**src/rtl/sreg_tx_arbiter_if.sv**
```systemverilog
// Handshake/bus bundle between the two parallel producers and the serial transmit arbiter.
interface sreg_tx_arbiter_if #(
    parameter int unsigned WIDTH = 8
);
    logic [1:0]       req;
    logic [WIDTH-1:0] data0;
    logic [WIDTH-1:0] data1;
    logic             lsb_first;
    logic             abort;
    logic [1:0]       gnt;
    logic             sout;
    logic             sout_valid;
    logic             busy;
    logic [1:0]       done;

    modport master (
        output req, data0, data1, lsb_first, abort,
        input  gnt, sout, sout_valid, busy, done
    );

    modport slave (
        input  req, data0, data1, lsb_first, abort,
        output gnt, sout, sout_valid, busy, done
    );
endinterface

```
**src/rtl/sreg_tx_arbiter.sv**
```systemverilog
// Round-robin arbiter for two requesters sharing one WIDTH-bit serial shift register.
// Grants, loads the winner's word, shifts it out MSB- or LSB-first, pulses done per requester.
module sreg_tx_arbiter #(
    parameter int unsigned WIDTH = 8
) (
    input logic              clk,
    input logic              rst,
    sreg_tx_arbiter_if.slave bus
);
    localparam int unsigned CNT_W = (WIDTH > 1) ? $clog2(WIDTH) : 1;

    typedef enum logic [1:0] {
        IDLE  = 2'd0,
        SHIFT = 2'd1,
        DONE  = 2'd2
    } state_t;

    state_t           state;
    logic [WIDTH-1:0] shreg;
    logic [CNT_W-1:0] cnt;
    logic             ord;
    logic             last;
    logic [1:0]       gnt_q;
    logic [1:0]       done_q;
    logic             sout_q;
    logic             valid_q;
    logic             busy_q;
    logic             win_c;

    // Contention goes to the requester not served last; a lone request always wins.
    assign win_c = (bus.req == 2'b11) ? ~last : bus.req[1];

    always_ff @(posedge clk) begin
        if (rst) begin
            state   <= IDLE;
            shreg   <= '0;
            cnt     <= '0;
            ord     <= 1'b0;
            last    <= 1'b1;
            gnt_q   <= 2'b00;
            done_q  <= 2'b00;
            sout_q  <= 1'b0;
            valid_q <= 1'b0;
            busy_q  <= 1'b0;
        end else begin
            case (state)
                IDLE: begin
                    done_q <= 2'b00;
                    if (bus.req != 2'b00) begin
                        state  <= SHIFT;
                        gnt_q  <= win_c ? 2'b10 : 2'b01;
                        busy_q <= 1'b1;
                        last   <= win_c;
                        shreg  <= win_c ? bus.data1 : bus.data0;
                        ord    <= bus.lsb_first;
                        cnt    <= '0;
                    end
                end
                SHIFT: begin
                    if (bus.abort) begin
                        state   <= IDLE;
                        gnt_q   <= 2'b00;
                        busy_q  <= 1'b0;
                        sout_q  <= 1'b0;
                        valid_q <= 1'b0;
                        cnt     <= '0;
                    end else begin
                        sout_q  <= ord ? shreg[0] : shreg[WIDTH-1];
                        shreg   <= ord ? (shreg >> 1) : (shreg << 1);
                        valid_q <= 1'b1;
                        if (cnt == CNT_W'(WIDTH - 1)) begin
                            state <= DONE;
                        end else begin
                            cnt <= cnt + 1'b1;
                        end
                    end
                end
                DONE: begin
                    // An abort here suppresses the completion pulse.
                    done_q  <= bus.abort ? 2'b00 : gnt_q;
                    state   <= IDLE;
                    gnt_q   <= 2'b00;
                    busy_q  <= 1'b0;
                    sout_q  <= 1'b0;
                    valid_q <= 1'b0;
                    cnt     <= '0;
                end
                default: begin
                    state   <= IDLE;
                    gnt_q   <= 2'b00;
                    busy_q  <= 1'b0;
                    sout_q  <= 1'b0;
                    valid_q <= 1'b0;
                    done_q  <= 2'b00;
                    cnt     <= '0;
                end
            endcase
        end
    end

    assign bus.gnt        = gnt_q;
    assign bus.done       = done_q;
    assign bus.sout       = sout_q;
    assign bus.sout_valid = valid_q;
    assign bus.busy       = busy_q;
endmodule

```
**src/flat_wrapper.sv**
```systemverilog
// flat-port wrapper written by rule: the top's interface ports become plain ports
module sreg_tx_arbiter_flat 
#(
    parameter int unsigned WIDTH = 8
)
  (clk, rst, bus_req, bus_data0, bus_data1, bus_lsb_first, bus_abort, bus_gnt, bus_sout, bus_sout_valid, bus_busy, bus_done);
  sreg_tx_arbiter_if #(.WIDTH(WIDTH)) bus_i ();
  input logic clk;
  input logic rst;
  input wire logic [$bits(bus_i.req)-1:0] bus_req;
  input wire logic [$bits(bus_i.data0)-1:0] bus_data0;
  input wire logic [$bits(bus_i.data1)-1:0] bus_data1;
  input wire logic [$bits(bus_i.lsb_first)-1:0] bus_lsb_first;
  input wire logic [$bits(bus_i.abort)-1:0] bus_abort;
  output wire logic [$bits(bus_i.gnt)-1:0] bus_gnt;
  output wire logic [$bits(bus_i.sout)-1:0] bus_sout;
  output wire logic [$bits(bus_i.sout_valid)-1:0] bus_sout_valid;
  output wire logic [$bits(bus_i.busy)-1:0] bus_busy;
  output wire logic [$bits(bus_i.done)-1:0] bus_done;
  assign bus_i.req = bus_req;
  assign bus_i.data0 = bus_data0;
  assign bus_i.data1 = bus_data1;
  assign bus_i.lsb_first = bus_lsb_first;
  assign bus_i.abort = bus_abort;
  assign bus_gnt = bus_i.gnt;
  assign bus_sout = bus_i.sout;
  assign bus_sout_valid = bus_i.sout_valid;
  assign bus_busy = bus_i.busy;
  assign bus_done = bus_i.done;
  sreg_tx_arbiter #(.WIDTH(WIDTH)) u_core (.clk(clk), .rst(rst), .bus(bus_i));
endmodule
```
**config.mk**
```make
export PLATFORM = sky130hd
export DESIGN_NAME = sreg_tx_arbiter_flat
export DESIGN_NICKNAME = d
export VERILOG_FILES = /design/src/rtl/sreg_tx_arbiter_if.sv /design/src/rtl/sreg_tx_arbiter.sv /design/src/flat_wrapper.sv
export SDC_FILE = /design/constraint.sdc
export NUM_CORES = 1
export LEC_CHECK = 0
export ABC_CLOCK_PERIOD_IN_PS = 1500
export CAP_MARGIN = 15
export CORE_MARGIN = 4
export CORE_UTILIZATION = 48
export DETAILED_ROUTE_END_ITERATION = 8
export PLACE_DENSITY = 0.84
export REMOVE_ABC_BUFFERS = 1
export SETUP_SLACK_MARGIN = 0.2
export SYNTH_ARGS = -nofsm -noshare
export SYNTH_HDL_FRONTEND = slang
export SYNTH_SLANG_ARGS = --single-unit
```
**constraint.sdc**
```tcl
create_clock -name clk -period 1.5 [get_ports clk]
set_input_delay 0.3 -clock clk [delete_from_list [all_inputs] [get_ports clk]]
set_output_delay 0.3 -clock clk [all_outputs]
set_load 0.1 [all_outputs]
```
== Word level (Yosys, flattened, before mapping) ==
Index checks and enable logic that the tools add are counted.
Storage, ports and cells
  output and inout bits: 7
  word-level logic and storage cells: 56
  input port bits: 22
  bits in registers: 22
Operators by class
  muxes and demuxes: 27
  add/sub/neg operators: 1
  bitwise logic cells: 1
  eq/ne operators: 9
  reduce and logical (&&, ||, !) cells: 8
Operators with widths (number)
  2-to-1 mux 8 bit: 4
  case mux 8 bit (2 select lines): 1
  2-to-1 mux 2 bit: 6
  case mux 2 bit (2 select lines): 3
  2-to-1 mux 3 bit: 3
  AND reduction 2 bit: 4
  2-to-1 mux 1 bit: 6
  case mux 1 bit (2 select lines): 3
  case mux 3 bit (2 select lines): 1
  == test 2 bit, second input constant: 2
  != test 2 bit, second input constant: 2
  nonzero test 2 bit: 2
  adder 3 x 1 -> 3 bit, second input constant: 1
  == test 3 bit, second input constant: 1
  != test 3 x 2 -> 1 bit, second input constant: 1
  != test 3 bit, second input constant: 1
  AND reduction 3 bit: 1
  == test 2 x 1 -> 1 bit, second input constant: 1
  logical NOT 2 bit: 1
  != test 2 x 1 -> 1 bit, second input constant: 1
  inverter 1 bit: 1

== Depth between registers and ports, before layout ==
  depth after elaboration: 5
  mapped depth: 6

== Worst setup path after synthesis ==
No wires, ideal clock.
  kind: reg-to-reg
  start point: reg u_core.gnt_q[0] (netlist: u_core.bus.gnt[0])
  end point: reg u_core.done_q[0] (netlist: u_core.bus.done[0])
  arrival time: 1468 ps
  clock period less this slack: 1535 ps
  setup time: 67 ps
  stages on the path, launching flop included: 4
  required time: 1433 ps
  slack: -35 ps
  path through: dfxtp_1 nor4bb_1 a21oi_1 nor2_1
Between the ends
  word-level cells in the longest chain between the ends: 2
Ends and longest elaborated chain
  start: declaration: line sreg_tx_arbiter.sv:23  | logic [1:0] gnt_q;
  start signal: assignment: line sreg_tx_arbiter.sv:51  | gnt_q <= win_c ? 2'b10 : 2'b01;
  2-to-1 mux 2 bit
  case mux 2 bit (2 select lines): line sreg_tx_arbiter.sv:46  | case (state)
  end signal: assignment: line sreg_tx_arbiter.sv:80  | done_q <= bus.abort ? 2'b00 : gnt_q;
  end: declaration: line sreg_tx_arbiter.sv:24  | logic [1:0] done_q;
Every way passes these cells.
A chain may end at the register's enable or synchronous reset.

== Worst setup path after layout ==
  start point: reg u_core.state[0]
  end point: reg u_core.shreg[0]
Between the ends
  word-level cells in the longest chain between the ends: 3
  elaborated cells on any way between the ends: 7
Ends and longest elaborated chain
  start: declaration: line sreg_tx_arbiter.sv:18  | state_t state;
  start signal: assignment: line sreg_tx_arbiter.sv:35  | state <= IDLE;
  start signal: assignment: line sreg_tx_arbiter.sv:50  | state <= SHIFT;
  start signal: assignment: line sreg_tx_arbiter.sv:61  | state <= IDLE;
  == test 2 x 1 -> 1 bit or logical NOT 2 bit (tied branches): line sreg_tx_arbiter.sv:46
  != test 2 bit (no source line) (tied with other cells)
  AND reduction 3 bit (no source line)
  end signal: assignment: line sreg_tx_arbiter.sv:54  | shreg <= win_c ? bus.data1 : bus.data0;
  end signal: assignment: line sreg_tx_arbiter.sv:69  | shreg <= ord ? (shreg >> 1) : (shreg << 1);
  end: declaration: line sreg_tx_arbiter.sv:19  | logic [WIDTH-1:0] shreg;
Several ways; a longest one is shown, not always the timed one.

==> flow_summary.toml <==
[die]
die_area_um2 = 3380
core_um2 = 2300
die_width_um = 58.1
ios = 29
start_util_pct = 52.5
row_count = 17
die_y_um = 58.1

[worst_setup_path]
reg2reg_to = "u_core.shreg[0]$_SDFFE_PP0P_"
rrSetupSlack_ns = 0.16
cp-start-kind = "register"
worst-path-stages = 4
rr_startpoint = "u_core.state[0]$_SDFFE_PP0P_"
end_kind = "register"
critPathKind = "reg2reg"
path_max_fanout = 6
path_delay_family = "compound AO/OA/AOI/OAI gates"
worst_path_max_delay_cell = "a2111oi_1"
slowest_delay_ns = 0.43
crit_chain = "buf_6, a2111oi_1, buf_4, a22o_1"
r2r_cells = 4
crit_buf_inv = 2
critPathRequiredTime_ns = 1.76
cp.arrival_ns = 1.61

[sta]
timing.fmax_ghz = 0.744
slew_headroom_pct = 70.3
period_needed_ns = 1.34
worst-slew-pin-transition_ns = 0.445
grt_setup_unrepaired = "yes"
hold_viol_final = 0
setup_viol = 0
finalHoldWorstSlack_ns = 0.487
worst_slack_ns = 0.156
finClkSkew_ns = 0.00436
final_max_slew_viol_count = 0
finalCritPeriodShare_pct = 89.6

[grt]
grt_overflow = 0
antenna_found_initial = 0
grt_pass1_vias = 1250
grt_pass1_wl_um = 5730
grt_max_degree = 15
grt_usage_pct = 21.4

[yosys]
synth.area.top_cells = "dfxtp_1, a21oi_1, a21oi_2"
ys_ff_latch = 22
synth-async-reset-ratio_pct = 0
synth_top_area_share_pct = 36.6
syn_avg_cell_area_um2 = 8.43
synth_ff_type = "dfxtp_1"
ys_types = 31
synth_edf_count = 0
post-synth-top-count-cell = "dfxtp_1"
synthTopCellsByCount = "dfxtp_1, nand2_1, a21oi_1"
yosysTopAreaCell = "dfxtp_1"
yosys_warnings = 0
ys_seq_area_share_pct = 36.6
syn_area_um2 = 1200
synth_cells = 143

[cts]
path_clk_slew_ns = 0.13
cts_sinks = 22
clk_latency_ns = 0.31
root_buffer = "clkbuf_4"
cts_tree = "yes"
numCtsBuffers = 3
ctsHtreeMaxLevel = 1
clockBufferDepth = 2

[cells_and_area]
drive_gt1_share_pct = 32.8
fin_util_pct = 80.8
seq_area_um2 = 450
area_delta_synth_final_pct = 54.1
diodes = 0
num-fill-cells = 154
layout.nets = 211
multi_input_area_um2 = 781

[detailed_routing]
vias = 1318
routed_wirelength_um = 3950
drtAntennaViolNets = 0
drc = 0
wl_per_cell_um = 18.5
dr.pass1.iters = 4
via_per_inst = 6.16
drt-initial-drc-count = 51

[run]
drv_cap = 0

[worst_hold_path]
hp-start = "u_core.shreg[4]$_SDFFE_PP0P_"
holdPathStages = 2
min_to = "u_core.shreg[4]$_SDFFE_PP0P_"
min_path_type = "reg2reg"

[place]
gp_congestion = 0.824
post-place-ws_ns = -0.335
port_buffers = 28
dp_hpwl_um = 2340

[status]
status = "finished, final reports clean"

[power]
peakVddDrop_v = 0.000919
leakage_uw = 0.000739
p_per_area_nw_per_um2 = 818
finalPower_uw = 1520
worst register-to-register path, delay by kind of cell, from the launching register on:
kind | cells | cell delay [ns]
compound gates | 2 | 0.56
flops | 1 | 0.40
buf+inv | 2 | 0.34
cell families after synthesis:
group                      share of synthesized area [%]
and+or+nand+nor                                     22.1
AOI/OAI and AO/OA                                   29.4
DFF                                                 36.6
buffers and inverters                               6.54
muxes                                               3.32
adders and majority gates                           2.08
flip-flops by register name, summed over array words and instances (netlist names):
signal and cells:
u_core.cnt 3, u_core.bus.sout 1, u_core.bus.done 2, u_core.ord 1, u_core.bus.sout_valid 1, u_core.last 1, u_core.state 2, u_core.shreg 8
u_core.bus.gnt 2, u_core.bus.busy 1
worst max-delay path by stage:
| stage | from | endpoint | slack, ns |
|---|---|---|---|
| floorplan | u_core.bus.gnt[0]$_SDFFE_PP0P_ | u_core.bus.done[0]$_SDFFE_PP0P_ | -0.04 |
| global placement | bus_req[0] | u_core.shreg[0]$_SDFFE_PP0P_ | -0.29 |
| detailed placement | bus_req[0] | u_core.shreg[0]$_SDFFE_PP0P_ | -0.34 |
| CTS | u_core.cnt[1]$_SDFFE_PP0P_ | u_core.cnt[2]$_SDFFE_PP0P_ | 0.17 |
| global route | bus_req[0] | u_core.shreg[0]$_SDFFE_PP0P_ | 0.08 |
| finish | u_core.state[0]$_SDFFE_PP0P_ | u_core.shreg[0]$_SDFFE_PP0P_ | 0.16 |
layer usage:
metal | track usage [%] | wire length (um) | vias up
met3 | 5.35 | 279 | 12
met1 | 24.0 | 1640 | 638
li1 | - | - | 603
met5 | 0 | 0 | -
met2 | 39.0 | 1930 | 65
met4 | 6.95 | 105 | 0
power by group:
part / switching [uW] / total (uW) / internal [uW] / leakage, uW
clock network: 183 / 331 / 148 / 0.0000210
registers: 53.6 / 682 / 628 / 0.000183
logic: 259 / 506 / 246 / 0.000534
area by class of cell:
cell class                 count  area share [%]
multi-input combinational    107            42.0
tap                           28            1.89
timing repair buffer          51            29.4
sequential                    22            24.3
inverter                       2           0.404
clock buffer                   4            1.95
cells in the final DEF (no fill, tap or decap), types with 2 or more instances in the layout:
master           Yosys  routed
and2_1               2       2
buf_12               0       8
a211oi_1             6       6
nor4bb_1             2       2
buf_4                0      19
clkdlybuf4s50_1      0      18
mux2i_1              4       4
a211o_1              6       6
dfxtp_1             22      16
nor3_1               9       8
nor2b_1              6       5
a21oi_1             14      13
dfxtp_2              0       5
ha_4                 0       2
clkbuf_4             0       3
a21oi_4              0       2
buf_6                2       3
dlygate4sd2_1        0       2
a22o_1               2       2
a21oi_2              8       7
inv_1                2       2
nor2_1              12      11
nand2_1             16      16
a31oi_1              4       4
stage by stage:
step | std cells | cell area [um2] | TNS, ns
floorplan | 131 | 1130 | -0.129
global placement | 203 | 1640 | -3.02
detailed placement | 203 | 1640 | -3.86
CTS | 210 | 1740 | 0
global route | 214 | 1860 | 0
finish | 214 | 1860 | 0
timing repair:
item,in CTS,in global routing
gates resized for setup,15,20
hold buffers,0,0
endpoints found under the setup margin,15,15
buffers inserted,3,4
pin swaps,0,11
Note: power is estimated with default switching activity, not from simulation.
==> edit 1 (same settings) <==
Reset style: asynchronous (`rst`), changed in one clocked block.
--- a/src/rtl/sreg_tx_arbiter.sv
+++ b/src/rtl/sreg_tx_arbiter.sv
@@ -30,7 +30,7 @@
     // Contention goes to the requester not served last; a lone request always wins.
     assign win_c = (bus.req == 2'b11) ? ~last : bus.req[1];
 
-    always_ff @(posedge clk) begin
+    always_ff @(posedge clk or posedge rst) begin
         if (rst) begin
             state   <= IDLE;
             shreg   <= '0;
Function: differs if rst is asserted again (counterexample within 4 cycles, from zero or initial values and one cycle with rst high); with rst held inactive, the same outputs for 10 cycles.
==> edit 1 against the original RTL <==
Sequential cell count is the same; wire length shrank 7.9%; synthesized area grew 8.7%; final cell count shrank 8.9%; maximum frequency shrank 1.9%; design area grew 0.67%; largest power group is now combinational logic; first-iteration DRC count grew 27%; power grew 39%; combinational power grew 79%; setup slack lost 0.026 ns; die area grew 7.5%; synthesized cell count shrank 12%.
==> edit 1: results (changes against the original RTL) <==
GP Congestion=0.864 (+4.8%); CP arrival=1.58 ns (-0.03 ns); Final Cell Area=1870 um2 (+0.67%); R2R setup slack=0.13 ns (-0.03 ns); VDD IR-drop max=0.000877 V (-4.5%); GRT Total Usage=0.223 (+0.00904); clk cell area share=0.0194 (-0.000131); Synth top cells by count=dfrtp_1, nand3_1, a21oi_1; Slew @ Worst Pin=0.289 ns (-0.156 ns); share of cells above drive strength 1=0.394 (+0.0660); nets=190 (-10%); count of multi-input gates=91 (-15%); Layout fillers=185 (+20%); Post-Syn Instances=126 (-12%); area taken by multi-input logic gates=737 um2 (-5.6%); worst hold path type=in2async; LEAKAGE=0.000759 uW (+2.7%); DR iter-0 viols=65 (+27%); post-route ant nets=0 (unchanged); CP top delay family=flip-flops; largest net degree at the start of global routing=23 (+8); routed via count=1,182 (-10%); crit-path max FO=3 (-3); Cell Rows=18 (+1); Placement Setup Slack=-0.181 ns (+0.154 ns); dominant cells by area after synthesis=dfrtp_1, a41oi_2, mux2_2, nand3_1, a21oi_1; number of non-clock inverters=3 (+1); outcome=finished, final reports clean; crit path from=u_core.cnt[0]$_DFFE_PP0P_; Synth cell types=34 (+9.7%); post-DP HPWL=2430 um (+4.0%); Critical Path End=u_core.cnt[0]$_DFFE_PP0P_; top flop regs=u_core.shreg (8), u_core.cnt (3); period utilization=0.914 (+0.0177); number of global-route vias before repair=1,256 (+0.48%); Synth Flop Type=dfrtp_1; buffering overhead=0.262 (-0.0321); sequential portion of the cell area=0.298 (+0.0553); slowest CP cell=dfrtp_1; WL per Instance=18.6 um (+1.0%); sequential share of the synthesized area=0.421 (+0.0557); Synth async-reset ratio=1.00 (+1.00); first-pass GRT wire length=6000 um (+4.8%); Post-Route Skew=0.00984 ns (+0.00548 ns); cell area after placement=1730 um2 (+5.5%); # resized after CTS=13 (-2)
[edit 1: cell types whose count changed after synthesis, sizes merged, moves of 6 or more]
| cell | delta |
|---|---|
| nor2 | -6 |
| a41oi | +8 |
| a21oi | -9 |
| a211o | -6 |
| a211oi | -6 |
| nand2 | -8 |
| nor3 | -6 |
| nand3 | +17 |
| dfxtp | -22 |
| mux2 | +9 |
| dfrtp | +21 |
[edit 1: report_power, final]
group	switching (uW)	internal (uW)	leakage, uW	total (uW)
Sequential	151	723	0.000265	875
Clock	178	148	0.0000210	326
Combinational	466	438	0.000473	904
[edit 1: kinds of logic after synthesis]
group	after synthesis	share of synthesized area
buffers and inverters	14	0.0649
adder cells (fa/ha/maj)	2	0.0191
AO/OA/AOI/OAI	34	0.242
multiplexers	9	0.0774
flip-flops	22	0.421
AND/OR/NAND/NOR	45	0.176
[edit 1: worst min path at each step]
stage                                    from  slack (ns)  depth (start not counted)                     endpoint
finish                                    rst        0.32                          3  u_core.shreg[5]$_DFFE_PP0P_
CTS                                       rst        0.32                          3  u_core.shreg[5]$_DFFE_PP0P_
detailed placement  u_core.cnt[1]$_DFFE_PP0P_        0.49                          1    u_core.cnt[1]$_DFFE_PP0P_
global route                              rst        0.34                          3  u_core.shreg[5]$_DFFE_PP0P_
global placement    u_core.cnt[1]$_DFFE_PP0P_        0.49                          1    u_core.cnt[1]$_DFFE_PP0P_
floorplan                                 rst        0.29                          1  u_core.bus.busy$_DFFE_PP0P_
[edit 1: routing by layer]
layer	vias to the layer above	share of wire	track usage
li1	548	-	-
met1	587	0.43	0.289
met2	43	0.49	0.372
met3	4	0.070	0.0410
met4	0	0.0077	0.0696
met5	-	0	0
[edit 1: tightest hold or removal path, cell delays in order]
cell	delay, ns
clkdlybuf4s50_1	0.40
inv_1	0.05
buf_4	0.28
==> edit 2 (config.mk and constraints unchanged) <==
Made on the original files. `WIDTH` is set to 8 in 3 places; all go to 4.
--- a/src/rtl/sreg_tx_arbiter_if.sv
+++ b/src/rtl/sreg_tx_arbiter_if.sv
@@ -1,6 +1,6 @@
 // Handshake/bus bundle between the two parallel producers and the serial transmit arbiter.
 interface sreg_tx_arbiter_if #(
-    parameter int unsigned WIDTH = 8
+    parameter int unsigned WIDTH = 4
 );
     logic [1:0]       req;
     logic [WIDTH-1:0] data0;
--- a/src/rtl/sreg_tx_arbiter.sv
+++ b/src/rtl/sreg_tx_arbiter.sv
@@ -1,7 +1,7 @@
 // Round-robin arbiter for two requesters sharing one WIDTH-bit serial shift register.
 // Grants, loads the winner's word, shifts it out MSB- or LSB-first, pulses done per requester.
 module sreg_tx_arbiter #(
-    parameter int unsigned WIDTH = 8
+    parameter int unsigned WIDTH = 4
 ) (
     input logic              clk,
     input logic              rst,
--- a/src/flat_wrapper.sv
+++ b/src/flat_wrapper.sv
@@ -1,7 +1,7 @@
 // flat-port wrapper written by rule: the top's interface ports become plain ports
 module sreg_tx_arbiter_flat 
 #(
-    parameter int unsigned WIDTH = 8
+    parameter int unsigned WIDTH = 4
 )
   (clk, rst, bus_req, bus_data0, bus_data1, bus_lsb_first, bus_abort, bus_gnt, bus_sout, bus_sout_valid, bus_busy, bus_done);
   sreg_tx_arbiter_if #(.WIDTH(WIDTH)) bus_i ();
Ports: changed (resized bus_data0 and bus_data1); port bits go from 29 to 21. No check against the original RTL was run, so the function may have changed too.
==> edit 2 against the original RTL <==
Final cell count decreased by 32%; combinational power decreased by 35%; power decreased by 28%; die area decreased by 27%; sequential cell count decreased by 5; wire length decreased by 41%; setup slack improved by 0.049 ns; synthesized area decreased by 31%; design area decreased by 32%; hold slack got worse by 0.026 ns; largest cell class unchanged; largest power group unchanged.
==> edit 2: results (changes against the original RTL) <==
Global Route met1 Usage=0.265 (+0.0253); Slew @ Worst Pin=0.309 ns (-0.136 ns); vias per cell=5.97 (-3.1%); # resized after CTS=5 (-10); max FFs per register=4 (-4); nets=145 (-31%); CP arrival=1.54 ns (-0.07 ns); number of non-clock inverters=4 (+2); buffering overhead=0.290 (-0.00479); Reg clk slew, reported paths=0.10 ns (-0.03 ns); Placement Setup Slack=-0.304 ns (+0.0317 ns); GP Congestion=0.843 (+2.3%); LEAKAGE=0.000517 uW (-30%); adder-cell share of the synthesized area=0.0150 (-0.00578); final WL=2330 um (-41%); R2R setup slack=0.20 ns (+0.05 ns); Layout fillers=99 (-36%); post-CTS setup buffer count=0 (-3); number of global-route vias before repair=825 (-34%); largest net degree at the start of global routing=11 (-4); Post-Route Skew=0.00104 ns (-0.00332 ns); first drt pass iteration count=5 (+1); hold path cells=1 (-1); detailed-routed wire length on met2=1140 um (-41%); Pwr Density=866 nW/um2 (+5.9%); fraction of area in multi-input gates=0.385 (-0.0356); routed via count=865 (-34%); outcome=finished, final reports clean; TritonCTS Sinks=17 (-23%); Synth top cells by count=dfxtp_1, nor2_1, a21oi_1; HP Start=u_core.state[1]$_SDFFE_PP0P_; Clock Latency Late Sink=0.29 ns (-0.02 ns); Inst Count DP=141 (-31%); Worst Hold Endpoint=u_core.bus.busy$_SDFFE_PP0P_; VDD IR-drop max=0.000706 V (-23%); bufs w/o clock=33 (-35%); wire length on met3=138 um (-51%); Hold Slack=0.461 ns (-0.0259 ns); multiplexer share of the synthesized area=0.0720 (+0.0387); post-DP HPWL=1680 um (-28%); share of cells above drive strength 1=0.264 (-0.0644); Storage cell area=349 um2 (-22%); Synth Area in Compound Gates=0.247 (-0.0465); CTS Root Cell=clkbuf_4; wl on met1=1000 um (-39%); DR iter-0 viols=28 (-45%); GRT Total Usage=0.199 (-0.0148); area grow syn2layout=51.1%; clk cell area share=0.0208 (+0.00129)
[edit 2: cell count changes in the layout (fill, tap and decap cells not counted), sizes merged, moves of 5 or more]
cell           unedited run  this run
buf                      30        20
a21oi                    22        14
nor3                      9         4
nand2                    17         3
dfxtp                    22        17
clkdlybuf4s50            18        11
[edit 2: critical path, stage by stage (launching register included)]
cell and delay [ns]:
dfxtp_4 0.38, or3_4 0.41, o211ai_4 0.12, and2b_1 0.19, a22o_1 0.15
[edit 2: power by group]
group | internal, uW | switching (uW) | total (uW)
Sequential | 481 | 33.6 | 514
Combinational | 152 | 176 | 328
Clock | 104 | 146 | 250
[edit 2: worst max-delay path by stage]
stage | depth (start not counted) | endpoint | from | slack [ns]
6_report | 4 | u_core.shreg[3]$_SDFFE_PP0P_ | u_core.state[0]$_SDFFE_PP0P_ | 0.20
3_3_place_gp | 5 | u_core.shreg[3]$_SDFFE_PP0P_ | bus_req[0] | -0.24
5_1_grt | 4 | u_core.shreg[0]$_SDFFE_PP0P_ | u_core.last$_SDFFE_PP1P_ | 0.14
4_1_cts | 4 | u_core.shreg[3]$_SDFFE_PP0P_ | u_core.state[0]$_SDFFE_PP0P_ | 0.20
2_1_floorplan | 3 | u_core.bus.done[1]$_SDFFE_PP0P_ | u_core.bus.gnt[1]$_SDFFE_PP0P_ | 0.04
3_5_place_dp | 5 | u_core.shreg[3]$_SDFFE_PP0P_ | bus_req[0] | -0.30
[edit 2: cell families (layout without fill, tap and decap cells)]
logic type / count (synthesis) / count (layout)
AND/OR/NAND/NOR: 36 / 36
buffers and inverters: 8 / 41
multiplexers: 6 / 6
adder cells (fa/ha/maj): 1 / 1
AO/OA/AOI/OAI: 28 / 28
flip-flops: 17 / 17
